--- src/rtl/ser_pkg.sv ---
// Shared types and defaults for the bit serializer: FSM state type and default word width.
package ser_pkg;

  typedef enum logic {
    IDLE  = 1'b0,
    SHIFT = 1'b1
  } ser_state_t;

  localparam int SER_WIDTH_DEF = 8;

endpackage

--- src/rtl/ser_bit_counter.sv ---
// Bit-index counter for the serializer: clears on clr, advances on inc, flags the last index.
module ser_bit_counter #(
  parameter int WIDTH = 8
) (
  input  logic clk,
  input  logic reset,
  input  logic clr,
  input  logic inc,
  output logic last
);

  localparam int CNT_W = $clog2(WIDTH);

  logic [CNT_W-1:0] cnt;

  // NOTE: sequential state uses non-blocking (<=) so every flop samples pre-edge values.
  always_ff @(posedge clk) begin
    if (reset) begin
      cnt <= '0;
    end else if (clr) begin
      cnt <= '0;
    end else if (inc) begin
      cnt <= cnt + 1'b1;
    end
  end

  assign last = (cnt == CNT_W'(WIDTH - 1));

endmodule

--- src/rtl/bit_serializer.sv ---
// Parallel-in, serial-out stage feeding a sequence detector; MSB first by default.
// Define SER_LSB_FIRST_EN to emit LSB first instead.
module bit_serializer
  import ser_pkg::*;
#(
  parameter int WIDTH = SER_WIDTH_DEF
) (
  input  logic             clk,
  input  logic             reset,
  input  logic [WIDTH-1:0] data_in,
  input  logic             load_valid,
  output logic             load_ready,
  input  logic             shift_en,
  output logic             x_out,
  output logic             bit_valid,
  output logic             frame_last,
  output logic             busy
);

  ser_state_t       state;
  logic [WIDTH-1:0] sreg;
  logic [WIDTH-1:0] shifted;
  logic             out_bit;
  logic             last;
  logic             wrap;
  logic             accept;

`ifdef SER_LSB_FIRST_EN
  assign out_bit = sreg[0];
  assign shifted = {1'b0, sreg[WIDTH-1:1]};
`else
  assign out_bit = sreg[WIDTH-1];
  assign shifted = {sreg[WIDTH-2:0], 1'b0};
`endif

  // Outputs are forced low while reset is asserted, even before state clears.
  assign busy       = ~reset & (state == SHIFT);
  assign bit_valid  = busy & shift_en;
  assign x_out      = bit_valid & out_bit;
  assign frame_last = busy & last;
  assign wrap       = bit_valid & frame_last;
  assign load_ready = ~reset & ((state == IDLE) | wrap);
  assign accept     = load_valid & load_ready;

  always_ff @(posedge clk) begin
    if (reset) begin
      state <= IDLE;
      sreg  <= '0;
    end else begin
      case (state)
        IDLE: begin
          if (accept) begin
            state <= SHIFT;
            sreg  <= data_in;
          end
        end
        SHIFT: begin
          // On the last bit a pending word reloads with no idle gap.
          if (wrap) begin
            if (accept) sreg <= data_in;
            else        state <= IDLE;
          end else if (bit_valid) begin
            sreg <= shifted;
          end
        end
        default: state <= IDLE;
      endcase
    end
  end

  ser_bit_counter #(
    .WIDTH(WIDTH)
  ) u_cnt (
    .clk  (clk),
    .reset(reset),
    .clr  (accept | wrap),
    .inc  (bit_valid & ~frame_last),
    .last (last)
  );

endmodule

--- config.mk ---
export PLATFORM = sky130hd
export DESIGN_NAME = bit_serializer
export DESIGN_NICKNAME = d
export VERILOG_FILES = /design/src/rtl/ser_pkg.sv /design/src/rtl/ser_bit_counter.sv /design/src/rtl/bit_serializer.sv
export SDC_FILE = /design/constraint.sdc
export NUM_CORES = 1
export LEC_CHECK = 0
export ABC_CLOCK_PERIOD_IN_PS = 1300
export CORE_MARGIN = 2
export CORE_UTILIZATION = 40
export DETAILED_ROUTE_END_ITERATION = 6
export PLACE_DENSITY_LB_ADDON = 0.08
export SLEW_MARGIN = 30
export SYNTH_ARGS = -nofsm -noshare
export SYNTH_HDL_FRONTEND = slang
export SYNTH_SLANG_ARGS = --single-unit
--- constraint.sdc ---
create_clock -name clk -period 1.3 [get_ports clk]
set_input_delay 0.26 -clock clk [delete_from_list [all_inputs] [get_ports clk]]
set_output_delay 0.26 -clock clk [all_outputs]
set_load 0.1 [all_outputs]
==> impl_metrics.yaml, run 1 <==
pwr:
  intPower_w: 0.000687
  powerDensity_nw_per_um2: 912
  clock_power_share: 0.322
  p_seq_frac: 0.432
  switchingPower_w: 0.000260
  peakVddDrop_uv: 597
  power.combinational.fraction: 0.246
  p_leak_nw: 0.421
  switching_share: 0.275
  power.total_w: 0.000947
global_route:
  grt_pass1_wl_mm: 2.46
  grt_max_degree: 11
  antenna_found_initial: 0
  first_global_vias: 561
  overflow: 0
  track_usage: 0.177
cts:
  clockRootBuffer: "clkbuf_4"
  clkSinkCount: 12
  cts_max_level: 1
  numCtsBuffers: 3
  tritoncts: "done"
  clk_pin_slew_ns: 0.08
  clk_latency_ns: 0.27
  clockBufferDepth: 2
  cts_hold_buf: 0
die:
  placeableCoreArea_sq_um: 1470
  row_count: 14
  die_h_microns: 43.0
  start_util: 0.414
  ios: 17
  dieArea_sq_um: 1850
  die_w_microns: 43.0
run_status:
  failed_checks: "negative setup slack"
  status: "finished with violations"
logic_synthesis:
  yosysSeqAreaShare: 0.394
  ys_warn_count: 0
  synth_top_area_frac: 0.394
  async_reset_ff_frac: 0
  synth.largest_area_cell: "dfxtp_1"
  synth_area_per_cell_sq_um: 9.23
  synth_cell_types: 19
  yosysMostFrequentCell: "dfxtp_1"
  synth_area_sq_um: 609
  synth_area_leaders: "dfxtp_1 (39%), o221a_2 (13%), nor2_1 (6.8%)"
  syn-num-nets: 80
  synth_common_cells: "dfxtp_1 (12), nor2_1 (11), a21oi_1 (7), o221a_2 (7), nor2b_1 (4)"
  synth_edf_count: 0
  syn_inst: 66
  ys_ff_latch: 12
  synth_ff_type: "dfxtp_1"
setup_path:
  max_stage_delay_ns: 0.34
  critPathRequiredTime_ns: 1.04
  crit_slowest_cell: "dfxtp_2"
  crit_family: "flip-flops"
  crit_top_cell: "ha_4"
  endpoint_kind: "output pin"
  crit_chain: "ha_4 > ha_4 > a21boi_2 > buf_4 > nor2_4 > buf_12"
  crit_arrival_ns: 1.40
  start_kind: "register"
  crit_buf_inv: 2
  worstPathMaxFanout: 3
  critPathKind: "register to output pin"
layout:
  nNetsFinal: 109
  diodes: 0
  drive_gt1_frac: 0.468
  instances_no_fill: 110
  area_growth_pct: 70.4
detailed_routing:
  first_pass_iters: 4
  wirelength_mm: 1.46
  ant_nets: 0
  vias: 561
  wl_per_cell_microns: 13.3
  drt-vias-per-instance: 5.10
  drc: 0
  drtIter0Drc: 11
sta:
  relSlewSlack: 0.777
  hold_violations: 0
  clock_skew_ns: 0.00446
  slew_viol_final: 0
  rsz0062_at_grt: "true"
  finalSetupViolCount: 16
  tightestPinTransition_ns: 0.334
  worst_slack_ns: -0.364
  max_freq_mhz: 601
  setup_tns_ns: -2.99
  min_period_ns: 1.66
  timing.final.crit_share: 1.28
min_path:
  min_path_type: "input pin to register"
place:
  gp_congestion: 0.736
  dp_cells: 104
  hpwl_mm: 1.03
  io_buffers: 16
flow_run:
  max_cap_viol_count: 0
[metrics by stage]
stage / hold WS, ns / instance area (sq um) / setup WS [ns] / util
3_3_place_gp: 0.474 / 915 / -0.301 / 0.622
4_1_cts: 0.460 / 1010 / -0.368 / 0.685
3_5_place_dp: 0.478 / 915 / -0.310 / 0.622
2_1_floorplan: 0.381 / 646 / -0.296 / -
6_report: 0.442 / 1040 / -0.364 / 0.706
5_1_grt: 0.487 / 1040 / -0.421 / 0.706
[cell families (layout without fill, tap and decap cells)]
| logic type | after synthesis | count (layout) | share of synthesized area |
|---|---|---|---|
| multiplexers | 3 | 3 | 0.0493 |
| buffers and inverters | 7 | 35 | 0.0596 |
| AO/OA/AOI/OAI | 17 | 17 | 0.244 |
| flip-flops | 12 | 12 | 0.394 |
| AND/OR/NAND/NOR | 25 | 25 | 0.211 |
| adder cells (fa/ha/maj) | 2 | 2 | 0.0411 |
[layout by cell type, fill, tap and decap left out]
master	Yosys	layout
ha_4	0	2
mux2i_1	3	3
a21oi_1	7	7
inv_1	2	2
nor2_1	11	9
buf_8	0	1
clkbuf_4	0	3
clkbuf_8	0	1
dfxtp_4	0	1
nor2b_4	0	2
o221a_2	7	7
buf_12	0	5
buf_4	0	10
nor2_4	0	2
buf_6	1	2
and2b_2	0	1
and3b_2	0	1
clkdlybuf4s50_1	0	9
dlygate4sd2_1	0	1
and2_1	3	1
a2bb2oi_4	0	1
dfxtp_1	12	9
nor3_1	3	3
a21boi_2	1	1
and2_4	0	2
dfxtp_2	0	2
clkdlybuf4s15_1	0	1
nand2b_1	2	2
nor2b_1	4	2
o32ai_1	1	1
[sequential cells by signal, summed over array words and instances, names as in the netlist]
signal	count
sreg	8
u_cnt.cnt	3
state	1
[final cells by class]
| class | instances | area [sq um] |
|---|---|---|
| fill | 119 | 433 |
| multi-input combinational | 47 | 407 |
| timing repair buffer | 29 | 322 |
| sequential | 12 | 246 |
| clock buffer | 4 | 36.3 |
| tap | 16 | 20.0 |
| inverter | 2 | 7.51 |
[power by group through the flow]
stage / Combinational, W / Sequential (W) / Clock [W]
after global routing: 0.000253 / 0.000412 / 0.000323
final: 0.000233 / 0.000409 / 0.000305
after global placement: 0.000219 / 0.000418 / 0
after CTS: 0.000231 / 0.000408 / 0.000305
after detailed placement: 0.000222 / 0.000419 / 0
after floorplan: 0.000135 / 0.000414 / 0
[worst reg2reg max path, delay by kind of cell, from the launching register on]
family,cells,cell delay [ns]
compound gates,2,0.47
fa+ha+maj,2,0.32
buf+inv,1,0.14
flops,1,0.34
simple gates,1,0.23
[timing repair]
action | in CTS | in global routing
pin swaps | 10 | 4
setup endpoints to repair | 16 | 16
setup buffers | 2 | 1
hold endpoints to repair | 0 | 0
gates resized for setup | 14 | 7
[final timing paths]
path                                                start                    to  slack [ns]  cells after the start
worst max-delay path            u_cnt.cnt[1]$_SDFFE_PP0P_            load_ready       -0.36                      6
worst min-delay path                                reset      state$_SDFF_PP0_        0.44                      3
worst max register to register  u_cnt.cnt[1]$_SDFFE_PP0P_  sreg[4]$_SDFFE_PP0P_       -0.25                      6
worst min register to register       sreg[0]$_SDFFE_PP0P_  sreg[0]$_SDFFE_PP0P_        0.50                      2
[layer usage]
layer	wire, microns	GRT usage
met1	671	0.228
met2	716	0.282
met3	76	0.0553
met4	0	0.0545
met5	0	0
(Power assumes the default switching activity.)
==> run 2: changes to the inputs <==
==> constraint.sdc (replaced) <==
create_clock -name clk -period 1.3 [get_ports clk]
set_input_delay 0.26 -clock clk [delete_from_list [all_inputs] [get_ports clk]]
set_output_delay 0.26 -clock clk [all_outputs]
set_load 0.02 [all_outputs]
==> run 2 against run 1 <==
Compared with the run above:
- the run still ends with negative setup slack left
- highest routed layer is now met4
- sequential share of layout area rose by 1.7 points
- clock-buffer cell count did not move
- sequential power barely moved
- sequential cell count did not move
- die area did not move
- combinational power fell by 21%
- critical path type is now register to register
- worst setup slack improved by 0.13 ns
- hold slack improved by 0.041 ns
==> impl_metrics.yaml, run 2 (synthesis results as in run 1) <==
layout:
  largest_reg_flops: 8
  top_register: "sreg"
  instances_no_fill: 110
  final_cell_mix: "buf_4 (12), nor2_1 (9), clkdlybuf4s50_1 (9), dfxtp_1 (9)"
  area_growth_pct: 57.5
  drive_gt1_frac: 0.457
  diodes: 0
  top_regs: "sreg: 8 flops, u_cnt.cnt: 3 flops, state: 1 flops"
  nNetsFinal: 109
  fin_area_sq_um: 960
  layout_commonest_cell: "buf_4"
cts:
  clockBufferDepth: 2
  clkSinkCount: 12
  cts_max_level: 1
  clk_pin_slew_ns: 0.08
  clk_latency_ns: 0.27
  clockRootBuffer: "clkbuf_4"
  tritoncts: "done"
  numCtsBuffers: 3
detailed_routing:
  drt-vias-per-instance: 5.24
  drtIter0Drc: 7
  first_pass_iters: 4
  ant_nets: 0
  drc: 0
  wl_per_cell_microns: 12.4
  wirelength_mm: 1.36
  vias: 576
die:
  ios: 17
  die_h_microns: 43.0
  dieArea_sq_um: 1850
  row_count: 14
  placeableCoreArea_sq_um: 1470
  die_w_microns: 43.0
  start_util: 0.414
sta:
  worst_slack_ns: -0.232
  tightestPinTransition_ns: 0.259
  relSlewSlack: 0.827
  slew_viol_final: 0
  max_freq_mhz: 653
  hold_violations: 0
  setup_tns_ns: -2.24
  whs_ns: 0.483
  min_period_ns: 1.53
  clock_skew_ns: 0.00331
  timing.final.crit_share: 1.18
  finalSetupViolCount: 14
  rsz0062_at_grt: "true"
setup_path:
  critPathKind: "register to register"
  worstPathMaxFanout: 8
  crit_chain: "ha_4 > ha_4 > buf_6 > and2b_1 > a2bb2oi_4 > o221a_2"
  rrSetupSlack_ns: -0.23
  crit_slowest_cell: "dfxtp_2"
  crit_family: "compound AO/OA/AOI/OAI gates"
  crit_buf_inv: 1
  crit_top_cell: "ha_4"
  endpoint_kind: "register"
  start_kind: "register"
  critPathRequiredTime_ns: 1.52
  max_stage_delay_ns: 0.34
  crit_arrival_ns: 1.75
pwr:
  switchingPower_w: 0.000217
  peakVddDrop_uv: 453
  p_leak_nw: 0.403
  p_seq_frac: 0.458
  power.combinational.fraction: 0.207
  clock_power_share: 0.334
  powerDensity_nw_per_um2: 930
  intPower_w: 0.000676
  switching_share: 0.243
global_route:
  overflow: 0
  antenna_found_initial: 0
  first_global_vias: 612
  grt_max_degree: 11
  track_usage: 0.184
  grt_pass1_wl_mm: 2.50
place:
  hpwl_microns: 972
  io_buffers: 16
  gp_congestion: 0.721
  place_area_sq_um: 877
  dp_cells: 103
min_path:
  min_path_type: "register to register"
run_status:
  failed_checks: "negative setup slack"
  status: "finished with violations"
flow_run:
  max_cap_viol_count: 0
[run 2: changes by cell type in the layout (fill, tap and decap cells not counted), moves of 2 or more]
cell,previous run,this run
nor2_4,2,0
nor2b_4,2,0
buf_12,5,0
nor2_2,0,2
buf_6,2,5
nor2b_2,0,2
buf_4,10,12
[run 2: metrics by stage]
step,power [W],worst slack [ns],util
2_1_floorplan,0.000512,-0.0201,-
3_3_place_gp,0.000589,-0.660,0.596
3_5_place_dp,0.000592,-0.667,0.596
4_1_cts,0.000901,-0.264,0.646
5_1_grt,0.000938,-0.279,0.652
6_report,0.000893,-0.232,0.652
[run 2: worst register-to-register path, delay by kind of cell, from the launching register on]
family	cells	cell delay (ns)
and+or+nand+nor	1	0.22
buffers and inverters	1	0.11
AOI/OAI and AO/OA	2	0.48
adders and majority gates	2	0.33
DFF	1	0.34
[run 2: per-layer routing]
layer,wire (microns),part of all wire,vias to the layer above,GRT usage
met2,604,0.44,18,0.300
met5,0,0,-,0
met3,98,0.072,2,0.0426
met1,639,0.47,264,0.216
li1,-,-,292,-
met4,19,0.014,0,0.109
[run 2: worst paths after layout]
path / from / endpoint / cells past startpoint
worst max-delay path: u_cnt.cnt[1]$_SDFFE_PP0P_ / sreg[6]$_SDFFE_PP0P_ / 6
worst min-delay path: sreg[0]$_SDFFE_PP0P_ / sreg[0]$_SDFFE_PP0P_ / 2
worst max register to register: u_cnt.cnt[1]$_SDFFE_PP0P_ / sreg[6]$_SDFFE_PP0P_ / 6
worst min register to register: sreg[0]$_SDFFE_PP0P_ / sreg[0]$_SDFFE_PP0P_ / 2
[run 2: final cells by class]
class / count / area (sq um)
clock buffers: 4 / 36.3
fillers: 134 / 512
inverters: 2 / 7.51
multi-input cells: 47 / 393
flip-flops and latches: 12 / 244
well taps: 16 / 20.0
repair buffers: 29 / 259
[run 2: repair_timing]
action                                  4_1_cts  5_1_grt
resized for setup                            33        6
pin swaps                                     5        7
setup buffers                                 3        0
endpoints found under the setup margin       13       16
hold buffers                                  0        0
[run 2: power groups by stage]
stage	clock network, W	logic (W)	registers (W)
2_1_floorplan	0	0.0000982	0.000414
3_3_place_gp	0	0.000173	0.000416
3_5_place_dp	0	0.000175	0.000417
4_1_cts	0.000309	0.000182	0.000409
5_1_grt	0.000322	0.000203	0.000412
6_report	0.000299	0.000185	0.000409
